$ cat src/rtl/fnd_pkg.sv
// Shared types and helpers for the multiplexed 7-segment scan controller.
// Segment patterns are active-low {g,f,e,d,c,b,a}.
package fnd_pkg;

  localparam logic [6:0] SEG_BLANK = 7'h7F;
  localparam logic [6:0] SEG_DASH  = 7'h3F;

  typedef enum logic [1:0] {
    IDLE,
    SHIFT,
    COMMIT
  } conv_state_t;

  function automatic logic [6:0] seg7(input logic [3:0] nib);
    logic [6:0] s;
    case (nib)
      4'h0: s = 7'h40;
      4'h1: s = 7'h79;
      4'h2: s = 7'h24;
      4'h3: s = 7'h30;
      4'h4: s = 7'h19;
      4'h5: s = 7'h12;
      4'h6: s = 7'h02;
      4'h7: s = 7'h78;
      4'h8: s = 7'h00;
      4'h9: s = 7'h10;
      4'hA: s = 7'h08;
      4'hB: s = 7'h03;
      4'hC: s = 7'h46;
      4'hD: s = 7'h21;
      4'hE: s = 7'h06;
      default: s = 7'h0E;
    endcase
    return s;
  endfunction

  function automatic logic [63:0] pow10(input int n);
    logic [63:0] r;
    r = 64'd1;
    for (int i = 0; i < n; i++) r = r * 64'd10;
    return r;
  endfunction

endpackage

$ cat src/rtl/bin2bcd_seq.sv
// Sequential double-dabble converter; the display register and overflow flag
// change together only on COMMIT so no half-converted value is ever visible.
module bin2bcd_seq
  import fnd_pkg::*;
#(
  parameter int DATA_W     = 14,
  parameter int NUM_DIGITS = 4
) (
  input  logic                    clk,
  input  logic                    reset,
  input  logic [DATA_W-1:0]       din,
  input  logic                    load,
  output logic                    busy,
  output logic [4*NUM_DIGITS-1:0] bcd,
  output logic                    overflow
);

  localparam int BW = 4 * NUM_DIGITS;
  localparam int CW = $clog2(DATA_W + 1);
  localparam logic [63:0] MAX_VAL = pow10(NUM_DIGITS) - 64'd1;

  conv_state_t       state;
  logic [CW-1:0]     cnt;
  logic [BW-1:0]     acc;
  logic [BW-1:0]     adj;
  logic [DATA_W-1:0] sh;
  logic              ovf_pending;

  function automatic logic [BW-1:0] dabble(input logic [BW-1:0] b);
    logic [BW-1:0] r;
    r = b;
    for (int i = 0; i < NUM_DIGITS; i++)
      if (r[4*i +: 4] >= 4'd5) r[4*i +: 4] = r[4*i +: 4] + 4'd3;
    return r;
  endfunction

  assign adj = dabble(acc);

  always_ff @(posedge clk) begin
    if (!reset) begin
      state       <= IDLE;
      busy        <= 1'b0;
      cnt         <= '0;
      bcd         <= '0;
      overflow    <= 1'b0;
      ovf_pending <= 1'b0;
    end else begin
      case (state)
        IDLE: if (load) begin
          state       <= SHIFT;
          busy        <= 1'b1;
          cnt         <= CW'(DATA_W);
          ovf_pending <= 64'(din) > MAX_VAL;
        end
        SHIFT: begin
          cnt <= cnt - CW'(1);
          if (cnt == CW'(1)) state <= COMMIT;
        end
        COMMIT: begin
          bcd      <= acc;
          overflow <= ovf_pending;
          busy     <= 1'b0;
          state    <= IDLE;
        end
        default: state <= IDLE;
      endcase
    end
  end

  // Shift datapath carries no reset; the FSM decides when it is meaningful.
  always_ff @(posedge clk) begin
    if (state == IDLE && load) begin
      acc <= '0;
      sh  <= din;
    end else if (state == SHIFT) begin
      acc <= {adj[BW-2:0], sh[DATA_W-1]};
      sh  <= sh << 1;
    end
  end

endmodule

$ cat src/rtl/fnd_scan_controller.sv
// N-digit multiplexed FND driver: slot divider, digit scan, blink timing,
// blanking and the registered common/segment outputs.
module fnd_scan_controller
  import fnd_pkg::*;
#(
  parameter int NUM_DIGITS = 4,
  parameter int DATA_W     = 14,
  parameter int SCAN_DIV   = 100_000,
  parameter int BLINK_DIV  = 250
) (
  input  logic                  clk,
  input  logic                  reset,
  input  logic [DATA_W-1:0]     fndData,
  input  logic                  data_valid,
  input  logic [NUM_DIGITS-1:0] fndDot,
  input  logic                  blank_lz,
  input  logic [NUM_DIGITS-1:0] blink_mask,
  output logic                  busy,
  output logic                  overflow,
  output logic [NUM_DIGITS-1:0] fndCom,
  output logic [7:0]            fndFont
);

  localparam int IW  = (NUM_DIGITS > 1) ? $clog2(NUM_DIGITS) : 1;
  localparam int DVW = (SCAN_DIV > 1) ? $clog2(SCAN_DIV) : 1;
  localparam int BKW = (BLINK_DIV > 1) ? $clog2(BLINK_DIV) : 1;

  logic [4*NUM_DIGITS-1:0] disp;
  logic [DVW-1:0]          div;
  logic                    scan_tick;
  logic [IW-1:0]           idx;
  logic [BKW-1:0]          bcnt;
  logic                    blink_phase;
  logic [3:0]              cur_nib;
  logic                    blink_blank;
  logic                    lz_zero;
  logic                    lz_blank;
  logic [6:0]              seg_n;
  logic                    dp_n;

  bin2bcd_seq #(
    .DATA_W    (DATA_W),
    .NUM_DIGITS(NUM_DIGITS)
  ) u_conv (
    .clk     (clk),
    .reset   (reset),
    .din     (fndData),
    .load    (data_valid),
    .busy    (busy),
    .bcd     (disp),
    .overflow(overflow)
  );

  assign scan_tick = (div == DVW'(SCAN_DIV - 1));

  always_ff @(posedge clk) begin
    if (!reset) begin
      div         <= '0;
      idx         <= '0;
      bcnt        <= '0;
      blink_phase <= 1'b0;
    end else begin
      div <= scan_tick ? '0 : div + DVW'(1);
      if (scan_tick) begin
        idx <= (idx == IW'(NUM_DIGITS - 1)) ? '0 : idx + IW'(1);
        if (bcnt == BKW'(BLINK_DIV - 1)) begin
          bcnt        <= '0;
          blink_phase <= ~blink_phase;
        end else begin
          bcnt <= bcnt + BKW'(1);
        end
      end
    end
  end

  // Digit 0 is never leading-zero blanked so a zero value still shows "0".
  always_comb begin
    cur_nib     = disp[4*idx +: 4];
    blink_blank = blink_mask[idx] & blink_phase;
    lz_zero     = 1'b1;
    for (int i = 0; i < NUM_DIGITS; i++)
      if (i >= int'(idx) && disp[4*i +: 4] != 4'd0) lz_zero = 1'b0;
    lz_blank = blank_lz && (idx != '0) && lz_zero;
    if (overflow)                     seg_n = SEG_DASH;
    else if (blink_blank || lz_blank) seg_n = SEG_BLANK;
    else                              seg_n = seg7(cur_nib);
    dp_n = ~fndDot[idx] | blink_blank;
  end

  always_ff @(posedge clk) begin
    if (!reset) begin
      fndCom  <= '1;
      fndFont <= 8'hFF;
    end else begin
      fndCom  <= ~(NUM_DIGITS'(1) << idx);
      fndFont <= {dp_n, seg_n};
    end
  end

endmodule
$ cat config.mk
export PLATFORM = sky130hd
export DESIGN_NAME = fnd_scan_controller
export DESIGN_NICKNAME = d
export VERILOG_FILES = /design/src/rtl/fnd_pkg.sv /design/src/rtl/bin2bcd_seq.sv /design/src/rtl/fnd_scan_controller.sv
export SDC_FILE = /design/constraint.sdc
export NUM_CORES = 1
export LEC_CHECK = 0
export CAP_MARGIN = 20
export CORE_ASPECT_RATIO = 1.4
export CORE_UTILIZATION = 40
export CTS_CLUSTER_SIZE = 16
export DETAILED_ROUTE_END_ITERATION = 8
export SETUP_SLACK_MARGIN = 0.4
export SLEW_MARGIN = 5
export SYNTH_ARGS = -nofsm -noshare
export SYNTH_HDL_FRONTEND = slang
export SYNTH_HIERARCHICAL = 1
export SYNTH_SLANG_ARGS = --single-unit
export TNS_END_PERCENT = 20
$ cat constraint.sdc
create_clock -name clk -period 4.5 [get_ports clk]
set_input_delay 0.9 -clock clk [delete_from_list [all_inputs] [get_ports clk]]
set_output_delay 0.9 -clock clk [all_outputs]
set_load 0.005 [all_outputs]
==> metrics.md <==
| Metric | Value |
|---|---|
| Routability Congestion | `0.812` |
| Post-synth EDFFs | `14` |
| Initial antenna violation count | `0` |
| Design Area, Final | `5450 µm²` |
| WHS | `0.464 ns` |
| LEAKAGE | `1.86 nW` |
| Max-cap violations | `0` |
| DIE AREA | `12300 µm²` |
| Post CTS Setup Buffer Count | `0` |
| Clock transition at the registers of the reported paths | `0.06 ns` |
| Power share of the clock group | `0.398` |
| Htree depth | `3` |
| Worst r2r src | `idx[0]` |
| Sw Share | `0.219` |
| # IOs | `40` |
| Via Count | `3610` |
| Avg WL per Cell | `14.2 µm` |
| Clock Tree Root | `clkbuf_16` |
| Drt pass-1 iters | `4` |
| Critical Path Source | `data_valid` |
| DP Area | `5170 µm²` |
| Placed Cells | `653` |
| Tightest Hold Check Type | `reg -> reg` |
| Dpl ws | `1.50 ns` |
| Hpwl dp | `6.85 mm` |
| Core area | `11500 µm²` |
| Total Nets Final | `570` |
| Min-delay src | `u_conv/sh[13]` |
| Hold Fails Final Rpt | `0` |
| Status | `complete, no violations` |
| Reg2reg setup slack | `2.23 ns` |
| CP Data Arrival Time | `2.73 ns` |
| Post-CTS Hold Buffers | `0` |
| Pwr Total | `1.75 mW` |
| WHS Path Cells | `2` |
| Largest net degree at the start of global routing | `25` |
| Sequential share of the synthesized area | `0.431` |
| Fmax | `378 MHz` |
| CP required | `4.58 ns` |
| Port bufs | `39` |
| Ys Warns | `6` |
| Min cycle time layout | `2.65 ns` |
| CTS resizes | `0` |
| Int Pwr | `1.37 mW` |
| TritonCTS clock tree | `yes` |
| Comb pwr share | `0.078` |
| Flop pwr share | `0.524` |
| Die height | `131 µm` |
| Power Density | `322 nW/µm²` |
| Final Cycle Share | `0.588` |
| Clock skew | `0.00370 ns` |
| Cell count after synthesis | `490` |
| WL final | `9.50 mm` |
| Crit Path Max Fanout | `24` |
| Commonest non-fill, non-tap cells in the layout | `81 x dfxtp_1, 61 x nand2_1, 39 x clkdlybuf4s50_1` |
| Num rows | `46` |
| Final global-route overflow total | `0` |
| Clk sinks | `95` |
| NetSw | `383 µW` |
| Vias per std cell | `5.40` |
| Seq cells post-synth | `95` |
| DRT antenna net count | `0` |
| Critical Path Start Type | `primary input` |
| Skew-Pair Late Insertion Delay | `0.33 ns` |
| Hold Path End | `u_conv/acc[0]` |
| RR Endpoint | `fndFont[4]` |
| Number of antenna diodes | `0` |
| Crit path kind | `in -> reg` |
| Post-Route Utilization | `0.476` |
| Post-Layout Cell Count | `668` |
| Vias in the first global route | `3433` |
| Syn avg cell area | `9.67 µm²` |
| Syn nets | `539` |
| Cell Area, Synth | `4740 µm²` |
| Initial Utilization | `0.414` |
| Clock Tree Buf Depth | `2` |
| Most common cell after layout, fill and taps aside | `dfxtp_1` |
| Setup ws final | `1.85 ns` |
| Initial drt markers | `161` |
| Rel. slew slack | `0.273` |
| Setup TNS | `0 ns` |
| Finish-stage setup viols | `0` |
| Fraction of registers with async set/reset | `0` |
| Fraction of layout cells with a size suffix above 1 | `0.105` |
| Post-synth top flop | `dfxtp_1` |
| Total CTS buffers | `9` |
| All-layer global routing usage | `0.161` |
| First-pass GRT wire length | `15.8 mm` |
| Reg2Reg Depth | `6` |
| P&R area growth vs syn | `15.0%` |
| Slew Limit Fails | `0` |
| Maximum VDD drop | `0.000166 V` |
| Worst-margin pin slew | `1.09 ns` |
| Distinct cells, synth | `65` |
| Die width | `94.0 µm` |
| RSZ-0062 raised after global routing | `false` |
| Drt drc | `0` |
| Worst Setup End Kind | `register` |
metal layers:
metal / wire length, µm / part of all wire / vias up / global-route usage
li1: - / - / 1826 / -
met1: 4300 / 0.45 / 1726 / 0.196
met2: 4790 / 0.50 / 50 / 0.285
met3: 302 / 0.032 / 8 / 0.0284
met4: 106 / 0.011 / 0 / 0.0561
met5: 0 / 0 / - / 0
worst max-delay path by stage:
stage	to	slack [ns]
2_1_floorplan	fndFont[2]	2.41
3_3_place_gp	u_conv/sh[3]	1.55
3_5_place_dp	u_conv/sh[1]	1.50
4_1_cts	u_conv/sh[11]	1.86
5_1_grt	u_conv/sh[10]	1.77
6_report	u_conv/sh[11]	1.85
worst max-delay path: stages:
cell	delay (ns)
clkdlybuf4s50_1	0.49
nor3b_4	0.90
mux2_2	0.43
final cells by class:
type	instances	area, µm²
clock buffer	13	262
clock inverter	1	5.00
fill	1106	6000
inverter	36	135
multi-input combinational	337	2410
sequential	95	2040
tap	144	180
timing repair buffer	42	413
synth_stat cells, types with 2 or more instances:
master,count,area share
inv_1,34,0.027
o32ai_1,3,0.0055
o31ai_1,4,0.0063
nor4_1,6,0.0079
buf_6,4,0.0095
buf_4,5,0.0079
or3_1,3,0.0040
and2_1,3,0.0040
nand2_1,61,0.048
o22ai_1,2,0.0026
o21a_1,5,0.0079
xnor2_1,13,0.024
a211oi_1,4,0.0063
mux2i_1,4,0.0085
nand2b_1,8,0.011
o2111ai_1,8,0.015
nor2b_1,6,0.0079
xor2_1,7,0.013
or2_2,3,0.0040
nor3_1,5,0.0053
and3_1,5,0.0066
nand4_2,2,0.0053
clkbuf_1,6,0.0048
o21ai_0,17,0.018
nand4_1,6,0.0079
buf_2,6,0.0063
o221a_2,3,0.0071
mux2_2,13,0.031
o211ai_1,10,0.016
a21oi_1,30,0.032
or4_1,8,0.013
nor3b_1,3,0.0048
dfxtp_1,81,0.34
mux4_2,7,0.033
o221ai_1,4,0.0074
ha_1,23,0.061
edfxtp_1,14,0.089
nor2_1,25,0.020
nand3_1,13,0.014
flip-flops by register name, summed over array words and instances (netlist names):
signal	cells
bcnt	8
blink_phase	1
div	17
fndCom	4
fndFont	8
idx	2
u_conv/acc	16
u_conv/bcd	16
u_conv/busy	1
u_conv/cnt	4
u_conv/overflow	1
u_conv/ovf_pending	1
u_conv/sh	14
u_conv/state	2
power groups by stage:
stage / clock network, mW / registers (mW) / logic (mW)
floorplan: 0 / 0.933 / 0.0893
global placement: 0 / 0.938 / 0.135
detailed placement: 0 / 0.938 / 0.139
CTS: 0.717 / 0.919 / 0.139
global route: 0.753 / 0.923 / 0.152
finish: 0.698 / 0.919 / 0.137
kinds of logic after synthesis:
family | Yosys count | share of synthesized area
xor+xnor | 20 | 0.0370
flops | 95 | 0.431
simple gates | 166 | 0.184
fa+ha+maj | 23 | 0.0607
compound gates | 104 | 0.155
buf+inv | 58 | 0.0599
mux | 24 | 0.0726
Note: power is estimated with default switching activity, not from simulation.
